<file path="src/rtl/computie_snoop_pkg.sv">
// Shared types and byte constants for the Computie snooper host-command sequencer.
package computie_snoop_pkg;

  typedef enum logic [2:0] {
    StIdle,
    StRecord,
    StDump,
    StRespCode,
    StRespNl
  } seq_state_e;

  localparam logic [7:0] CmdRecord  = 8'h52;  // 'R'
  localparam logic [7:0] CmdDump    = 8'h44;  // 'D'
  localparam logic [7:0] CmdTrigger = 8'h54;  // 'T'
  localparam logic [7:0] CmdAbort   = 8'h58;  // 'X'

  localparam logic [7:0] RespOk      = 8'h4B;  // 'K'
  localparam logic [7:0] RespError   = 8'h45;  // 'E'
  localparam logic [7:0] RespAbort   = 8'h41;  // 'A'
  localparam logic [7:0] RespTimeout = 8'h4F;  // 'O'

  localparam logic [7:0] CharLf    = 8'h0A;
  localparam logic [7:0] CharCr    = 8'h0D;
  localparam logic [7:0] CharSpace = 8'h20;

  // Whitespace a terminal emits between commands; silently ignored when idle.
  function automatic logic is_blank(input logic [7:0] b);
    return (b == CharCr) || (b == CharLf) || (b == CharSpace);
  endfunction

endpackage

</file>
<file path="src/rtl/computie_snoop_sequencer_if.sv">
// Command, response, snooper-control and dump streams around the sequencer.
interface computie_snoop_sequencer_if;

  logic       rx_valid;
  logic       rx_ready;
  logic [7:0] rx_data;
  logic       tx_valid;
  logic       tx_ready;
  logic [7:0] tx_data;
  logic       record_start;
  logic       record_end;
  logic       record_trigger;
  logic       dump_start;
  logic       dump_end;
  logic       snoop_valid;
  logic       snoop_ready;
  logic [7:0] snoop_data;
  logic       busy;

  modport master (
    input  rx_valid, rx_data, tx_ready, record_end, dump_end, snoop_valid, snoop_data,
    output rx_ready, tx_valid, tx_data, record_start, record_trigger, dump_start,
    output snoop_ready, busy
  );

  modport slave (
    output rx_valid, rx_data, tx_ready, record_end, dump_end, snoop_valid, snoop_data,
    input  rx_ready, tx_valid, tx_data, record_start, record_trigger, dump_start,
    input  snoop_ready, busy
  );

endinterface

</file>
<file path="src/rtl/computie_snoop_timeout.sv">
// Saturating arm-timeout counter; expired flags the last permitted cycle while enabled.
module computie_snoop_timeout #(
  parameter int unsigned Limit = 1_000_000
) (
  input  logic comm_clock,
  input  logic comm_reset,
  input  logic clear,
  input  logic enable,
  output logic expired
);

  localparam int unsigned Width = (Limit == 0) ? 1 : $clog2(Limit + 1);
  localparam logic [Width-1:0] Last = Width'((Limit == 0) ? 0 : Limit - 1);
  localparam logic [Width-1:0] Max = '1;

  logic [Width-1:0] count_q, count_d;

  always_comb begin
    count_d = count_q;
    if (clear) begin
      count_d = '0;
    end else if (enable && (count_q != Max)) begin
      count_d = count_q + Width'(1);
    end
  end

  always_ff @(posedge comm_clock or posedge comm_reset) begin
    if (comm_reset) begin
      count_q <= '0;
    end else begin
      count_q <= count_d;
    end
  end

  assign expired = (Limit != 0) && enable && (count_q == Last);

endmodule

</file>
<file path="src/rtl/computie_snoop_sequencer.sv">
// Host-command sequencer: decodes UART command bytes, drives record/dump controls and
// shares the UART transmitter between the dump stream and its own status responses.
module computie_snoop_sequencer
  import computie_snoop_pkg::*;
#(
  parameter int unsigned ARM_TIMEOUT = 1_000_000
) (
  input logic                         comm_clock,
  input logic                         comm_reset,
  computie_snoop_sequencer_if.master  bus
);

  seq_state_e state_q, state_d;
  logic [7:0] code_q, code_d;
  logic       trigger_q, trigger_d;
  logic [1:0] guard_q, guard_d;

  logic       rx_ready, rx_fire;
  logic       tx_valid, tx_fire, snoop_ready;
  logic [7:0] tx_data;
  logic       tmo_clear, tmo_expired, in_record;

  assign in_record = (state_q == StRecord);
  assign rx_ready  = (state_q == StIdle) || in_record;
  assign rx_fire   = bus.rx_valid && rx_ready;
  assign tx_fire   = tx_valid && bus.tx_ready;

  computie_snoop_timeout #(
    .Limit (ARM_TIMEOUT)
  ) u_timeout (
    .comm_clock (comm_clock),
    .comm_reset (comm_reset),
    .clear      (tmo_clear),
    .enable     (in_record),
    .expired    (tmo_expired)
  );

  always_comb begin
    state_d   = state_q;
    code_d    = code_q;
    trigger_d = 1'b0;
    guard_d   = guard_q;
    tmo_clear = 1'b0;
    unique case (state_q)
      StIdle: begin
        if (rx_fire) begin
          if (bus.rx_data == CmdRecord) begin
            state_d   = StRecord;
            tmo_clear = 1'b1;
          end else if (bus.rx_data == CmdDump) begin
            state_d = StDump;
            guard_d = 2'd0;
          end else if (!is_blank(bus.rx_data)) begin
            state_d = StRespCode;
            code_d  = RespError;
          end
        end
      end
      StRecord: begin
        // Buffer full outranks an abort, which outranks the timeout.
        if (bus.record_end) begin
          state_d = StRespCode;
          code_d  = RespOk;
        end else if (rx_fire && (bus.rx_data == CmdAbort)) begin
          state_d = StRespCode;
          code_d  = RespAbort;
        end else if (tmo_expired) begin
          state_d = StRespCode;
          code_d  = RespTimeout;
        end else if (rx_fire && (bus.rx_data == CmdTrigger)) begin
          trigger_d = 1'b1;
        end
      end
      StDump: begin
        guard_d = (guard_q == 2'd3) ? guard_q : guard_q + 2'd1;
        // The snooper's dump_end is stale for the first two DUMP cycles.
        if ((guard_q >= 2'd2) && bus.dump_end && !bus.snoop_valid) begin
          state_d = StRespCode;
          code_d  = RespOk;
        end
      end
      StRespCode: begin
        if (tx_fire) state_d = StRespNl;
      end
      StRespNl: begin
        if (tx_fire) state_d = StIdle;
      end
      default: state_d = StIdle;
    endcase
  end

  always_comb begin
    tx_valid    = 1'b0;
    tx_data     = 8'h00;
    snoop_ready = 1'b0;
    unique case (state_q)
      StDump: begin
        tx_valid    = bus.snoop_valid;
        tx_data     = bus.snoop_data;
        snoop_ready = bus.tx_ready;
      end
      StRespCode: begin
        tx_valid = 1'b1;
        tx_data  = code_q;
      end
      StRespNl: begin
        tx_valid = 1'b1;
        tx_data  = CharLf;
      end
      default: ;
    endcase
  end

  always_ff @(posedge comm_clock or posedge comm_reset) begin
    if (comm_reset) begin
      state_q   <= StIdle;
      code_q    <= 8'h00;
      trigger_q <= 1'b0;
      guard_q   <= 2'd0;
    end else begin
      state_q   <= state_d;
      code_q    <= code_d;
      trigger_q <= trigger_d;
      guard_q   <= guard_d;
    end
  end

  assign bus.rx_ready       = rx_ready;
  assign bus.tx_valid       = tx_valid;
  assign bus.tx_data        = tx_data;
  assign bus.snoop_ready    = snoop_ready;
  assign bus.record_start   = in_record;
  assign bus.record_trigger = trigger_q;
  assign bus.dump_start     = (state_q == StDump);
  assign bus.busy           = (state_q != StIdle);

endmodule
</file>
<file path="src/flat_wrapper.sv">
// flat-port wrapper written by rule: the top's interface ports become plain ports
module computie_snoop_sequencer_flat import computie_snoop_pkg::*;
#(
  parameter int unsigned ARM_TIMEOUT = 1_000_000
)
  (comm_clock, comm_reset, bus_rx_valid, bus_rx_data, bus_tx_ready, bus_record_end, bus_dump_end, bus_snoop_valid, bus_snoop_data, bus_rx_ready, bus_tx_valid, bus_tx_data, bus_record_start, bus_record_trigger, bus_dump_start, bus_snoop_ready, bus_busy);
  computie_snoop_sequencer_if bus_i ();
  input logic comm_clock;
  input logic comm_reset;
  input wire logic [$bits(bus_i.rx_valid)-1:0] bus_rx_valid;
  input wire logic [$bits(bus_i.rx_data)-1:0] bus_rx_data;
  input wire logic [$bits(bus_i.tx_ready)-1:0] bus_tx_ready;
  input wire logic [$bits(bus_i.record_end)-1:0] bus_record_end;
  input wire logic [$bits(bus_i.dump_end)-1:0] bus_dump_end;
  input wire logic [$bits(bus_i.snoop_valid)-1:0] bus_snoop_valid;
  input wire logic [$bits(bus_i.snoop_data)-1:0] bus_snoop_data;
  output wire logic [$bits(bus_i.rx_ready)-1:0] bus_rx_ready;
  output wire logic [$bits(bus_i.tx_valid)-1:0] bus_tx_valid;
  output wire logic [$bits(bus_i.tx_data)-1:0] bus_tx_data;
  output wire logic [$bits(bus_i.record_start)-1:0] bus_record_start;
  output wire logic [$bits(bus_i.record_trigger)-1:0] bus_record_trigger;
  output wire logic [$bits(bus_i.dump_start)-1:0] bus_dump_start;
  output wire logic [$bits(bus_i.snoop_ready)-1:0] bus_snoop_ready;
  output wire logic [$bits(bus_i.busy)-1:0] bus_busy;
  assign bus_i.rx_valid = bus_rx_valid;
  assign bus_i.rx_data = bus_rx_data;
  assign bus_i.tx_ready = bus_tx_ready;
  assign bus_i.record_end = bus_record_end;
  assign bus_i.dump_end = bus_dump_end;
  assign bus_i.snoop_valid = bus_snoop_valid;
  assign bus_i.snoop_data = bus_snoop_data;
  assign bus_rx_ready = bus_i.rx_ready;
  assign bus_tx_valid = bus_i.tx_valid;
  assign bus_tx_data = bus_i.tx_data;
  assign bus_record_start = bus_i.record_start;
  assign bus_record_trigger = bus_i.record_trigger;
  assign bus_dump_start = bus_i.dump_start;
  assign bus_snoop_ready = bus_i.snoop_ready;
  assign bus_busy = bus_i.busy;
  computie_snoop_sequencer #(.ARM_TIMEOUT(ARM_TIMEOUT)) u_core (.comm_clock(comm_clock), .comm_reset(comm_reset), .bus(bus_i));
endmodule
</file>
<file path="config.mk">
export PLATFORM = sky130hd
export DESIGN_NAME = computie_snoop_sequencer_flat
export DESIGN_NICKNAME = d
export VERILOG_FILES = /design/src/rtl/computie_snoop_pkg.sv /design/src/rtl/computie_snoop_sequencer_if.sv /design/src/rtl/computie_snoop_timeout.sv /design/src/rtl/computie_snoop_sequencer.sv /design/src/flat_wrapper.sv
export SDC_FILE = /design/constraint.sdc
export NUM_CORES = 1
export LEC_CHECK = 0
export ABC_CLOCK_PERIOD_IN_PS = 2350
export BUFFER_PORTS_ARGS = -buffer_cell sky130_fd_sc_hd__buf_2
export CORE_MARGIN = 10
export CORE_UTILIZATION = 57
export CTS_BUF_LIST = sky130_fd_sc_hd__clkbuf_4 sky130_fd_sc_hd__clkbuf_8
export DETAILED_ROUTE_END_ITERATION = 12
export PLACE_DENSITY = 0.82
export SLEW_MARGIN = 15
export SYNTH_ARGS = -nofsm -noshare
export SYNTH_HDL_FRONTEND = slang
export SYNTH_SLANG_ARGS = --single-unit
</file>
<file path="constraint.sdc">
create_clock -name comm_clock -period 2.35 [get_ports comm_clock]
set_clock_uncertainty 0.15 [all_clocks]
set_input_delay 0.3525 -clock comm_clock [delete_from_list [all_inputs] [get_ports comm_clock]]
set_output_delay 0.3525 -clock comm_clock [all_outputs]
set_load 0.03 [all_outputs]
</file>
Word-level counts from Yosys, hierarchy flattened
Index checks and enable logic that the tools add are counted.
{"block": "totals", "output_inout_bits": 15, "input_bits": 23, "regBits": 34}
{"block": "classes", "n_reduce_logical": 21, "order_cmp": 1, "muxes": 38, "addsub": 2, "n_eq_ne": 25}
{"op": "$mux W8", "count": 8}
{"op": "$pmux W8 S3", "count": 2}
{"op": "$mux W20", "count": 2}
{"op": "$eq A8 B7 Y1 const B", "count": 4}
{"op": "$mux W3", "count": 10}
{"op": "$add A20 B1 Y20 const B", "count": 1}
{"op": "$eq A20 B20 Y1 const B", "count": 1}
{"op": "$ne A20 B20 Y1 const B", "count": 1}
{"op": "$eq A8 B4 Y1 const B", "count": 2}
{"op": "$pmux W3 S5", "count": 1}
{"op": "$ne A2 B2 Y1 const B", "count": 5}
{"op": "$mux W1", "count": 9}
{"op": "$eq A8 B6 Y1 const B", "count": 1}
{"op": "$logic_and A1 B1 Y1", "count": 8}
{"op": "$mux W2", "count": 4}
{"op": "$ne A2 B1 Y1 const B", "count": 4}
{"op": "$reduce_and A7 Y1", "count": 1}
{"op": "$eq A3 B2 Y1 const B", "count": 2}
{"op": "$reduce_and A6 Y1", "count": 1}
{"op": "$reduce_bool A3 Y1", "count": 2}
{"op": "$reduce_and A5 Y1", "count": 1}
{"op": "$ne A4 B3 Y1 const B", "count": 1}
{"op": "$ne A4 B4 Y1 const B", "count": 1}
{"op": "$pmux W2 S2", "count": 1}
{"op": "11 further kinds", "count": 14}

Depth between registers and ports, before layout
Gate-level depths: netlist of run 1.
{"block": "depth", "depth_word": 9, "ltp_mapped": 6, "depth_no_buf": 6}

Cells and area by module
From an unflattened synthesis of run 1, not the netlist that was laid out.
{"block": "unflattened", "hier_cells": 237, "hier_area_um2": 2040.7}
{"module": "computie_snoop_timeout", "cells_per_inst": 133, "area_each_um2": 1229.9, "instances": 1}
{"module": "computie_snoop_sequencer", "cells_per_inst": 104, "area_each_um2": 810.8, "instances": 1}

Worst setup path before layout of run 1
No wires, ideal clock.
{"block": "synth_path", "path_type": "reg2reg", "startpoint": "reg u_core.state_q[1]", "endpoint": "reg u_core.u_timeout.count_q[19]", "period_less_slack_ns": 2.178, "n_path_buf": 1, "required_ns": 2.122, "stages_incl_launch_ff": 7, "setup_slack_ns": 0.172, "t_arrival_ns": 1.950, "setup_ns": 0.078, "cell_sequence": "dfrtp_1 > or3b_1 > buf_6 > nor4_4 > o211ai_4 > or4_1 > a21oi_1"}
{"block": "synth_via", "elab_chain_len": 6, "word_cells_on_any_way": 9, "cone_classes": "1 x eq/ne; 3 x mux; 5 x reduce/logical"}
{"element": "from (decl)", "line": "computie_snoop_sequencer.sv:13", "text": "seq_state_e state_q, state_d;"}
{"element": "from (signal assigned)", "line": "computie_snoop_sequencer.sv:116", "text": "state_q <= StIdle;"}
{"element": "from (signal assigned)", "line": "computie_snoop_sequencer.sv:121", "text": "state_q <= state_d;"}
{"element": "$eq A3 B1 Y1 / $logic_not A3 Y1 (equally long branches)", "line": "computie_snoop_sequencer.sv:23, computie_snoop_sequencer.sv:24, computie_snoop_sequencer.sv:44"}
{"element": "$logic_or A1 B1 Y1", "line": "computie_snoop_sequencer.sv:24", "text": "assign rx_ready = (state_q == StIdle) || in_record;"}
{"element": "$logic_and A1 B1 Y1", "line": "computie_snoop_sequencer.sv:25", "text": "assign rx_fire = bus.rx_valid && rx_ready;"}
{"element": "$mux W1", "line": "computie_snoop_sequencer.sv:46", "text": "if (rx_fire) begin"}
{"element": "$mux W1", "line": "computie_snoop_sequencer.sv:44", "text": "unique case (state_q)"}
{"element": "$mux W20 / $reduce_bool A2 Y1 (equally long branches)"}
{"element": "to (signal assigned)", "line": "computie_snoop_timeout.sv:31", "text": "count_q <= count_d;"}
{"element": "to (decl)", "line": "computie_snoop_timeout.sv:16", "text": "logic [Width-1:0] count_q, count_d;"}
Several ways; a longest one is shown, not always the timed one.
A chain may end at the register's enable or synchronous reset.

Worst setup path in the final report of run 1
{"block": "layout_path", "startpoint": "reg u_core.state_q[0]", "endpoint": "out bus_tx_valid"}
{"block": "layout_via", "elab_chain_len": 3, "word_cells_on_any_way": 5, "cone_classes": "3 x eq/ne; 1 x mux; 1 x reduce/logical"}
{"element": "$eq A3 B2 Y1 / $eq A3 B3 Y1 (equally long branches)", "line": "computie_snoop_sequencer.sv:96", "text": "unique case (state_q)"}
{"element": "$reduce_or A2 Y1 (no line)"}
{"element": "$pmux W1 S2 *", "line": "computie_snoop_sequencer.sv:96"}
{"element": "to (decl)", "line": "flat_wrapper.sv:18", "text": "output wire logic [$bits(bus_i.tx_valid)-1:0] bus_tx_valid;"}
Mark *: on every way between the ends. The rest lies on a longest branch, timed or not.

==> impl_metrics.tcl, run 1 <==
set metrics [dict create \
    worst_hold_check_path_type "input pin to flip-flop" \
    stdcell_count 312 \
    grt_util_all_layers_pct 15.8 \
    clock_tree_from_tritoncts "done" \
    post_synthesis_cell_area_um2 1900 \
    critical_path.reg2reg.startpoint "u_core.state_q[1]" \
    gpl.final_weighted_congestion 0.877 \
    grt_overflow 0 \
    crit_path_max_fanout 19 \
    syn-instance-count 218 \
    critPathCaptureType "output pin" \
    post_synthesis_sequential_area_ratio_pct 38.2 \
    synth.top_cell.area_share_pct 38.2 \
    layout.cells.most_common "sky130_fd_sc_hd__buf_2" \
    layout-drive-gt1-share_pct 25.0 \
    placementRows 20 \
    die_width_um 77.7 \
    dieArea_um2 6040 \
    worstPathArrival_ps 1750 \
    synthDominantAreaCellType "sky130_fd_sc_hd__dfrtp_1" \
    postRouteWirelength_um 4770 \
    setup-tns-final_ps 0 \
    synth_area_per_cell_um2 8.72 \
    share_of_async_settable_or_async_resettable_flops_after_synthesis_pct 100 \
    core_area_um2 3130 \
    finalSetupViolations 0 \
    clock_pin_transition_on_the_worst_setup_and_hold_timing_paths_ps 80 \
    detail_route.first_pass.iterations 4 \
    ant_nets 0 \
    tritoncts.num_buffers 5 \
    drt_drc_violations_left 0 \
    vertical_extent_of_the_die_um 77.7 \
    clkLatencyLatePin_ps 330 \
    worstHoldStart "bus_tx_ready" \
    cts_num_sinks 29 \
    vdd_ir_drop_max_v 0.000800 \
    report.final.slew_viol_count 0 \
    root_buffer "sky130_fd_sc_hd__clkbuf_4" \
    postSynthNetCount 244 \
    initial_antenna_violation_count 0 \
    synth_ff_type "sky130_fd_sc_hd__dfrtp_1" \
    layout.cells.most_common_list "sky130_fd_sc_hd__buf_2 (36), sky130_fd_sc_hd__dfrtp_1 (29), sky130_fd_sc_hd__nor2_1 (21), sky130_fd_sc_hd__nand2_1 (18), sky130_fd_sc_hd__a21oi_1 (15)" \
    total_leakage_power_nw 1.01 \
    setup_repair_after_global_routing_missed_its_margin "false" \
    initial_utilization_pct 60.8 \
    grt_pass1_vias 1678 \
    cells_taking_the_most_area_after_synthesis "sky130_fd_sc_hd__dfrtp_1 (38%), sky130_fd_sc_hd__nor2_1 (4.1%), sky130_fd_sc_hd__a21oi_1 (3.9%)" \
    synth-warning-count 0 \
    final_critical_path_setup_slack_ps 99.8 \
    vias 1795 \
    avgViaCountPerCell 5.75 \
    synth.ff_latch_count 29 \
    final_util_pct 73.0 \
    io_pins 38 \
    maxCapViolCount 0 \
    synthToLayoutAreaGrowth_pct 20.1 \
    relSlewSlack_pct 70.0 \
    worstMarginPinSlew_ps 447 \
    finalWorstPathRequiredPeriod_ps 2250 \
    critPathRequiredTime_ps 1850 \
    nets 293 \
    timing.critical_path.from "u_core.state_q[0]" \
    route.detailed.wl_per_inst_um 15.3 \
    clk_path_buf_depth 2 \
    timing_hold_violations_final 0 \
    fmax_mhz 444 \
    dpl.cell_count 303 \
    synth_cell_types 47 \
    worstSetupStartpointType "flip-flop" \
    antenna_cells_inserted 0 \
    detailedRoute.firstIterationViolations 211 \
    grt_start_max_net_pins 30 \
    critical_path_class "flip-flop to output pin" \
    powerDensity_nw_per_um2 1310 \
    hpwlAfterDp_um 3640 \
    post-route-period-util_pct 95.8 \
    outcome "finished clean" \
    dpl_worst_slack_ps 123 \
    global_route_wire_length_before_repair_um 7980 \
    io_buffers 37 \
    htreeDepth 2 \
    edff_count_synth 0 \
]
==> cells by family (layout without fill, tap and decap cells) <==
group	count (synthesis)	count (layout)	synth area share (%)
and+or+nand+nor	105	105	31.9
AOI/OAI and AO/OA	52	52	17.9
DFF	29	29	38.2
buffers and inverters	16	66	3.62
xor gates and xnor gates	8	8	3.69
muxes	5	5	2.70
adders and majority gates	3	3	1.98
==> synthesized netlist by cell type (all sizes together), types with 2 or more instances <==
master,number
dfrtp,29
nor2,21
nand2,18
a21oi,15
o21ai,15
inv,11
nand3,8
or3,8
xor2,8
o211ai,7
nand4,6
nor4,6
o31ai,6
and2,5
nand2b,5
and4,4
mux2i,4
or2,4
clkbuf,3
ha,3
nand3b,3
nor2b,3
or4,3
buf,2
nand4b,2
nor3b,2
or3b,2
==> critical path, stage by stage (launching register included) <==
cell                       delay, ps
sky130_fd_sc_hd__dfrtp_1         400
sky130_fd_sc_hd__buf_6           160
sky130_fd_sc_hd__or2_2           320
sky130_fd_sc_hd__or2_2           300
sky130_fd_sc_hd__nand2_1          60
sky130_fd_sc_hd__clkbuf_4        180
==> power breakdown <==
part	internal, mW	switching [mW]	leakage, nW	total [mW]
combinational	0.602	1.14	0.659	1.74
sequential	0.696	0.199	0.306	0.895
clock	0.173	0.183	0.0413	0.356
total	1.47	1.52	1.01	2.99
==> layer usage <==
| layer | up-vias | track usage, % | share of wire [%] |
|---|---|---|---|
| li1 | 902 | - | - |
| met2 | 57 | 25.5 | 47 |
| met3 | 6 | 5.18 | 5.8 |
| met5 | - | 0 | 0 |
| met1 | 830 | 19.7 | 46 |
| met4 | 0 | 4.20 | 1.6 |
==> what timing repair did <==
item	4_1_cts	5_1_grt
buffers inserted	0	0
endpoints found under the hold margin	29	0
endpoints found under the setup margin	0	7
gates resized for setup	0	5
hold buffers	1	0
==> final timing paths <==
kind,end,slack [ps],depth (start not counted)
worst max-delay path,bus_tx_valid,100,5
worst min-delay path,u_core.state_q[2],200,2
worst max register to register,u_core.u_timeout.count_q[17],140,5
worst min register to register,u_core.code_q[0],330,1
max in group asynchronous,u_core.u_timeout.count_q[9],1290,4
min in group asynchronous,u_core.bus.record_trigger,480,4
==> stage by stage <==
step                hold WS (ps)  instance area (um2)  power [mW]
finish                       198                 2280        2.99
global placement             285                 2180        2.54
CTS                          184                 2260        2.95
global route                 208                 2280        3.24
floorplan                    281                 1900        2.13
detailed placement           293                 2180        2.59
==> layout make-up <==
type,instances,area (um2)
multi-input cells,173,1120
fillers,234,846
flip-flops and latches,29,726
repair buffers,47,269
clock buffers,7,65.1
well taps,44,55.1
inverters,11,41.3
clock inverters,1,5.00
==> sequential cells by signal, summed over array words and instances, names as in the netlist <==
| signal | flops |
|---|---|
| u_core.guard_q | 2 |
| u_core.u_timeout.count_q | 20 |
| u_core.bus.record_trigger | 1 |
| u_core.code_q | 3 |
| u_core.state_q | 3 |
No activity file was read; power rests on OpenSTA's default activity.
==> inputs of run 2 (changes only) <==
Settings changed: CELL_PAD_IN_SITES_DETAIL_PLACEMENT set to 0, CELL_PAD_IN_SITES_GLOBAL_PLACEMENT set to 2, CORE_UTILIZATION 57 to 34, PLACE_DENSITY 0.82 to not set, PLACE_DENSITY_LB_ADDON set to 0.1.
==> run 2 against run 1 <==
Effect of this change: the flow now finishes with violations (hold timing); critical endpoint unchanged; wire length is 8.9% higher; non-clock buffer count is 1 higher; via count down 0.72%; total power is 4.6% higher; cell count increased by 9.3%; first-iteration DRC count shrank 61%; largest power group unchanged; core utilization fell by 30 points; fmax increased by 0.89%; register-to-register slack improved by 90 ps; clock power rose by 29%; global-route usage is 3.7 points lower.
==> impl_metrics.tcl, run 2 (same netlist as run 1, synthesis figures left out) <==
set metrics [dict create \
    gpl.final_weighted_congestion 0.777 \
    root_buffer "sky130_fd_sc_hd__clkbuf_8" \
    layout.cells.most_common "sky130_fd_sc_hd__buf_2" \
    clkLatencyLatePin_ps 280 \
    storage_element_area_um2 726 \
    io_buffers 37 \
    vias 1782 \
    largest_register "u_core.u_timeout.count_q" \
    grt_start_max_net_pins 30 \
    detailedRoute.firstIterationViolations 83 \
    drt_drc_violations_left 0 \
    maxCapViolCount 0 \
    multi_input_comb_area_um2 1110 \
    clock_pin_transition_on_the_worst_setup_and_hold_timing_paths_ps 60 \
    crit_path_max_fanout 19 \
    setup_repair_after_global_routing_missed_its_margin "false" \
    worstPathArrival_ps 1730 \
    relSlewSlack_pct 69.5 \
    hpwlAfterDp_um 4060 \
    tritoncts.num_buffers 5 \
    placementRows 27 \
    global_route_wire_length_before_repair_um 8610 \
    die_width_um 94.8 \
    clock_tree_from_tritoncts "done" \
    io_pins 38 \
    layout-drive-gt1-share_pct 25.7 \
    critical_path.reg2reg.endpoint "u_core.u_timeout.count_q[3]" \
    dieArea_um2 8980 \
    nets 294 \
    report.final.slew_viol_count 0 \
    finalSetupViolations 0 \
    grt_util_all_layers_pct 12.1 \
    reg.largest.list "u_core.u_timeout.count_q (20), u_core.code_q (3), u_core.state_q (3)" \
    critPathRequiredTime_ps 1850 \
    avgViaCountPerCell 5.23 \
    largest_register_ffs 20 \
    antenna_cells_inserted 0 \
    ff2ff_setup_slack_ps 230 \
    vdd_ir_drop_max_v 0.000485 \
    detail_route.first_pass.iterations 4 \
    fillerInstances 582 \
    core_area_um2 5470 \
    outcome "finished, violations left" \
    layout.cells.most_common_list "sky130_fd_sc_hd__buf_2 (37), sky130_fd_sc_hd__dfrtp_1 (29), sky130_fd_sc_hd__nor2_1 (21), sky130_fd_sc_hd__nand2_1 (18), sky130_fd_sc_hd__a21oi_1 (15)" \
    powerDensity_nw_per_um2 1330 \
    timing_hold_violations_final 20 \
    worstSetupStartpointType "flip-flop" \
    postRouteWirelength_um 5190 \
    critical_path_class "flip-flop to output pin" \
    clk_path_buf_depth 2 \
    ant_nets 0 \
    worstMarginPinSlew_ps 451 \
    critPathCaptureType "output pin" \
    finalWorstPathRequiredPeriod_ps 2230 \
    cts_hold_repair.buffers 0 \
    initial_utilization_pct 34.7 \
    total_leakage_power_nw 1.02 \
    failed_checks "hold timing" \
    cts_num_sinks 29 \
    worst_hold_check_path_type "input pin to async pin" \
    synthToLayoutAreaGrowth_pct 23.5 \
    grt_overflow 0 \
    setup-tns-final_ps 0 \
    fmax_mhz 448 \
    critical_path.reg2reg.startpoint "u_core.u_timeout.count_q[0]" \
    post-route-period-util_pct 94.9 \
    reg2reg_depth 7 \
    final_util_pct 42.9 \
    route.detailed.wl_per_inst_um 15.2 \
    grt_pass1_vias 1765 \
    hold_slack_ps -11.2 \
    timing.critical_path.from "u_core.state_q[0]" \
    setup.worst_path.end "bus_tx_valid" \
    htreeDepth 2 \
    initial_antenna_violation_count 0 \
    vertical_extent_of_the_die_um 94.8 \
]
[run 2: where the power goes]
part / switching (mW) / internal [mW] / leakage (nW) / total [mW]
Sequential: 0.195 / 0.697 / 0.306 / 0.892
Combinational: 1.14 / 0.635 / 0.660 / 1.77
Clock: 0.196 / 0.264 / 0.0542 / 0.460
Total: 1.53 / 1.60 / 1.02 / 3.13
[run 2: worst min-delay path by stage]
stage / end / slack (ps) / cells after the start
after floorplan: u_core.bus.record_trigger / 280 / 1
after global placement: u_core.code_q[0] / 300 / 1
after detailed placement: u_core.u_timeout.count_q[16] / 310 / 3
after CTS: u_core.u_timeout.count_q[16] / 8 / 3
after global routing: u_core.u_timeout.count_q[16] / 50 / 3
final: u_core.u_timeout.count_q[16] / -10 / 3
[run 2: metrics by stage]
stage	setup WS [ps]	cell area (um2)	cells	total power, mW
finish	120	2350	341	3.13
global route	43.6	2350	341	3.42
CTS	71.7	2350	341	3.15
detailed placement	117	2240	333	2.68
global placement	148	2240	333	2.68
floorplan	172	1900	218	2.13
[run 2: routing by layer]
| metal | part of all wire (%) | GRT usage [%] | routed length (um) |
|---|---|---|---|
| met1 | 49 | 16.2 | 2520 |
| met4 | 1.2 | 3.74 | 62 |
| met2 | 44 | 18.5 | 2260 |
| met3 | 6.7 | 3.33 | 347 |
| met5 | 0 | 0 | 0 |
[run 2: what timing repair did]
item,in CTS,in global routing
cloned,0,0
endpoints found under the setup margin,1,4
pin swaps,0,1
buffers inserted,0,0
gates resized for setup,1,1
[run 2: critical path: stages, from the launching register on]
cell	delay (ps)
sky130_fd_sc_hd__dfrtp_1	380
sky130_fd_sc_hd__buf_4	200
sky130_fd_sc_hd__or2_2	330
sky130_fd_sc_hd__or2_2	300
sky130_fd_sc_hd__nand2_1	60
sky130_fd_sc_hd__buf_2	190
[run 2: final cells by class]
class | count | area share [%]
clock buffer | 7 | 4.10
clock inverter | 1 | 0.213
inverter | 11 | 1.76
multi-input combinational | 173 | 47.2
sequential | 29 | 30.9
tap | 72 | 3.84
timing repair buffer | 48 | 11.9
==> inputs of run 3 (changes only) <==
Settings changed: ABC_AREA set to 1, CORE_UTILIZATION 34 to 32, PLACE_DENSITY_LB_ADDON 0.1 to 0.12.
==> run 3 against run 2 <==
Effect of this change: the flow now finishes without violations; non-clock buffer count shrank 5; clock power shrank 3%; largest power group unchanged; combinational power fell by 17%; cell count grew 40%; global-route usage down 0.23 points; worst hold slack gained 260 ps; synthesized cell count rose by 55%; cell area is 14% higher; critical path depth increased by 2; first-iteration DRC count rose by 34%; critical endpoint is now bus_tx_data[0]; critical path type unchanged; count of clock-buffer cells in the layout is 1 higher.
==> impl_metrics.tcl, run 3 <==
set metrics [dict create \
    outcome "finished clean" \
    internal_power_mw 1.29 \
    clock_pin_transition_on_the_worst_setup_and_hold_timing_paths_ps 70 \
    postSynthNetCount 363 \
    power.switching_fraction_pct 51.3 \
    gpl.final_weighted_congestion 0.791 \
    avgViaCountPerCell 4.61 \
    finalSetupViolations 0 \
    io_pins 38 \
    setup-tns-final_ps 0 \
    layout-drive-gt1-share_pct 23.0 \
    synth_commonest_cells "sky130_fd_sc_hd__nand2_1 (100), sky130_fd_sc_hd__inv_1 (38), sky130_fd_sc_hd__nor2_1 (37), sky130_fd_sc_hd__nand3_1 (31), sky130_fd_sc_hd__dfrtp_1 (29)" \
    post-route-period-util_pct 93.1 \
    synth_cell_types 35 \
    synthMostInstantiatedCell "sky130_fd_sc_hd__nand2_1" \
    layout.cells.most_common_list "sky130_fd_sc_hd__nand2_1 (100), sky130_fd_sc_hd__inv_1 (38), sky130_fd_sc_hd__nor2_1 (37), sky130_fd_sc_hd__buf_2 (37), sky130_fd_sc_hd__nand3_1 (31)" \
    critPathRequiredTime_ps 1850 \
    combinationalPowerShare_pct 55.9 \
    crit_path_max_fanout 6 \
    post_synthesis_cell_area_um2 2280 \
    vertical_extent_of_the_die_um 104 \
    detail_route.first_pass.iterations 4 \
    storage_element_area_um2 726 \
    stdcell_count 478 \
    synth.top_cell.area_share_pct 31.8 \
    post_synthesis_sequential_area_ratio_pct 31.8 \
    synthDominantAreaCellType "sky130_fd_sc_hd__dfrtp_1" \
    vdd_ir_drop_max_v 0.000463 \
    reg.largest.list "u_core.u_timeout.count_q (20), u_core.code_q (3), u_core.state_q (3)" \
    clk_path_buf_depth 2 \
    clkLatencyLatePin_ps 280 \
    timing_hold_violations_final 0 \
    hold_slack_ps 249 \
    ant_nets 0 \
    share_of_async_settable_or_async_resettable_flops_after_synthesis_pct 100 \
    drt_drc_violations_left 0 \
    placementRows 30 \
    synthToLayoutAreaGrowth_pct 16.9 \
    syn-instance-count 337 \
    io_buffers 37 \
    core_area_um2 6870 \
    fmax_mhz 457 \
    dpl.cell_count 469 \
    postCtsSetupBuffers 0 \
    fillerInstances 770 \
    worstMarginPinSlew_ps 521 \
    synth.ff_latch_count 29 \
    cells_taking_the_most_area_after_synthesis "sky130_fd_sc_hd__dfrtp_1 (32%), sky130_fd_sc_hd__nand2_1 (16%), sky130_fd_sc_hd__nand3_1 (6.8%)" \
    die_width_um 104 \
    grt_overflow 0 \
    setup_repair_after_global_routing_missed_its_margin "false" \
    dieArea_um2 10900 \
    seq_power_share_pct 27.3 \
    multi_input_comb_area_um2 1320 \
    worstPathArrival_ps 1680 \
    cts_num_sinks 29 \
    nets 407 \
    critPathCaptureType "output pin" \
    worst_hold_check_path_type "input pin to flip-flop" \
    layout.cells.most_common "sky130_fd_sc_hd__nand2_1" \
    grt_util_all_layers_pct 11.9 \
    antenna_cells_inserted 0 \
    tritoncts.num_buffers 5 \
    edff_count_synth 0 \
    largest_register "u_core.u_timeout.count_q" \
    synth_ff_type "sky130_fd_sc_hd__dfrtp_1" \
    total_leakage_power_nw 1.35 \
    powerDensity_nw_per_um2 988 \
    grt_pass1_vias 2191 \
    vias 2205 \
    clock_tree_from_tritoncts "done" \
    global_route_wire_length_before_repair_um 10800 \
    relSlewSlack_pct 65.2 \
    grt_start_max_net_pins 30 \
    detailedRoute.firstIterationViolations 111 \
    critical_path_class "flip-flop to output pin" \
    initial_utilization_pct 33.3 \
    switching_power_mw 1.35 \
    initial_antenna_violation_count 0 \
    worstSetupStartpointType "flip-flop" \
    postRouteWirelength_um 6340 \
    p_clk_share_pct 16.9 \
    htreeDepth 2 \
    cts-resized-gates 0 \
    root_buffer "sky130_fd_sc_hd__clkbuf_8" \
    report.final.slew_viol_count 0 \
    largest_register_ffs 20 \
    hpwlAfterDp_um 4960 \
    finalWorstPathRequiredPeriod_ps 2190 \
    maxCapViolCount 0 \
    synth-warning-count 0 \
    synth_area_per_cell_um2 6.78 \
    route.detailed.wl_per_inst_um 13.3 \
]
==> run 3: what timing repair did <==
item                       in CTS  in global routing
setup endpoints to repair       0                  0
hold buffers                    1                  0
hold endpoints to repair        7                  0
==> run 3: path summary, 6_finish.rpt <==
path                                              from                            to  slack [ps]  cells past startpoint
setup reg to reg           u_core.u_timeout.count_q[0]  u_core.u_timeout.count_q[19]         320                     11
min in group asynchronous                   comm_reset  u_core.u_timeout.count_q[17]         540                      4
setup / recovery                     u_core.state_q[0]                bus_tx_data[0]         160                      7
hold reg to reg                       u_core.code_q[0]              u_core.code_q[0]         320                      2
max in group asynchronous                   comm_reset             u_core.state_q[2]        1220                      4
hold / removal                            bus_tx_ready             u_core.state_q[1]         250                      3
==> run 3: power by group through the flow <==
stage | combinational (mW) | sequential [mW] | clock [mW]
6_report | 1.47 | 0.720 | 0.445
2_1_floorplan | 1.15 | 0.699 | 0
3_5_place_dp | 1.49 | 0.727 | 0
3_3_place_gp | 1.49 | 0.727 | 0
5_1_grt | 1.68 | 0.735 | 0.477
4_1_cts | 1.50 | 0.719 | 0.456
==> run 3: layout make-up <==
class                      instances  area share [%]
clock buffer                       8            3.42
timing repair buffer              43            8.71
multi-input combinational        255            49.5
tap                               96            4.50
inverter                          47            6.70
sequential                        29            27.2
==> run 3: cell families after synthesis <==
family	synth area share, %
XOR/XNOR	2.68
AO/OA/AOI/OAI	7.17
AND/OR/NAND/NOR	46.4
flip-flops	31.8
buffers and inverters	10.4
adder cells (fa/ha/maj)	1.64
==> run 3: worst max-delay path, cell delays in order, from the launching register on <==
cell                      delay (ps)
sky130_fd_sc_hd__dfrtp_1         460
sky130_fd_sc_hd__nor2_4          170
sky130_fd_sc_hd__inv_2            40
sky130_fd_sc_hd__nor2_1          190
sky130_fd_sc_hd__buf_4           190
sky130_fd_sc_hd__nand2_1          50
sky130_fd_sc_hd__o21ai_0          70
sky130_fd_sc_hd__buf_2           230
==> run 3: routing by layer <==
metal | GRT usage [%] | vias to the layer above | part of all wire, %
met5 | 0 | - | 0
met4 | 3.28 | 0 | 0.65
met3 | 3.16 | 5 | 4.1
met2 | 17.1 | 43 | 42
met1 | 16.7 | 998 | 54
li1 | - | 1159 | -
==> run 3: per-stage QoR <==
stage	setup slack, ps	utilization, %	power [mW]	instance area [um2]
floorplan	140	-	1.85	2280
global placement	358	37.4	2.21	2570
detailed placement	364	37.4	2.21	2570
CTS	157	38.9	2.68	2670
global route	46.1	38.9	2.89	2670
finish	163	38.9	2.64	2670
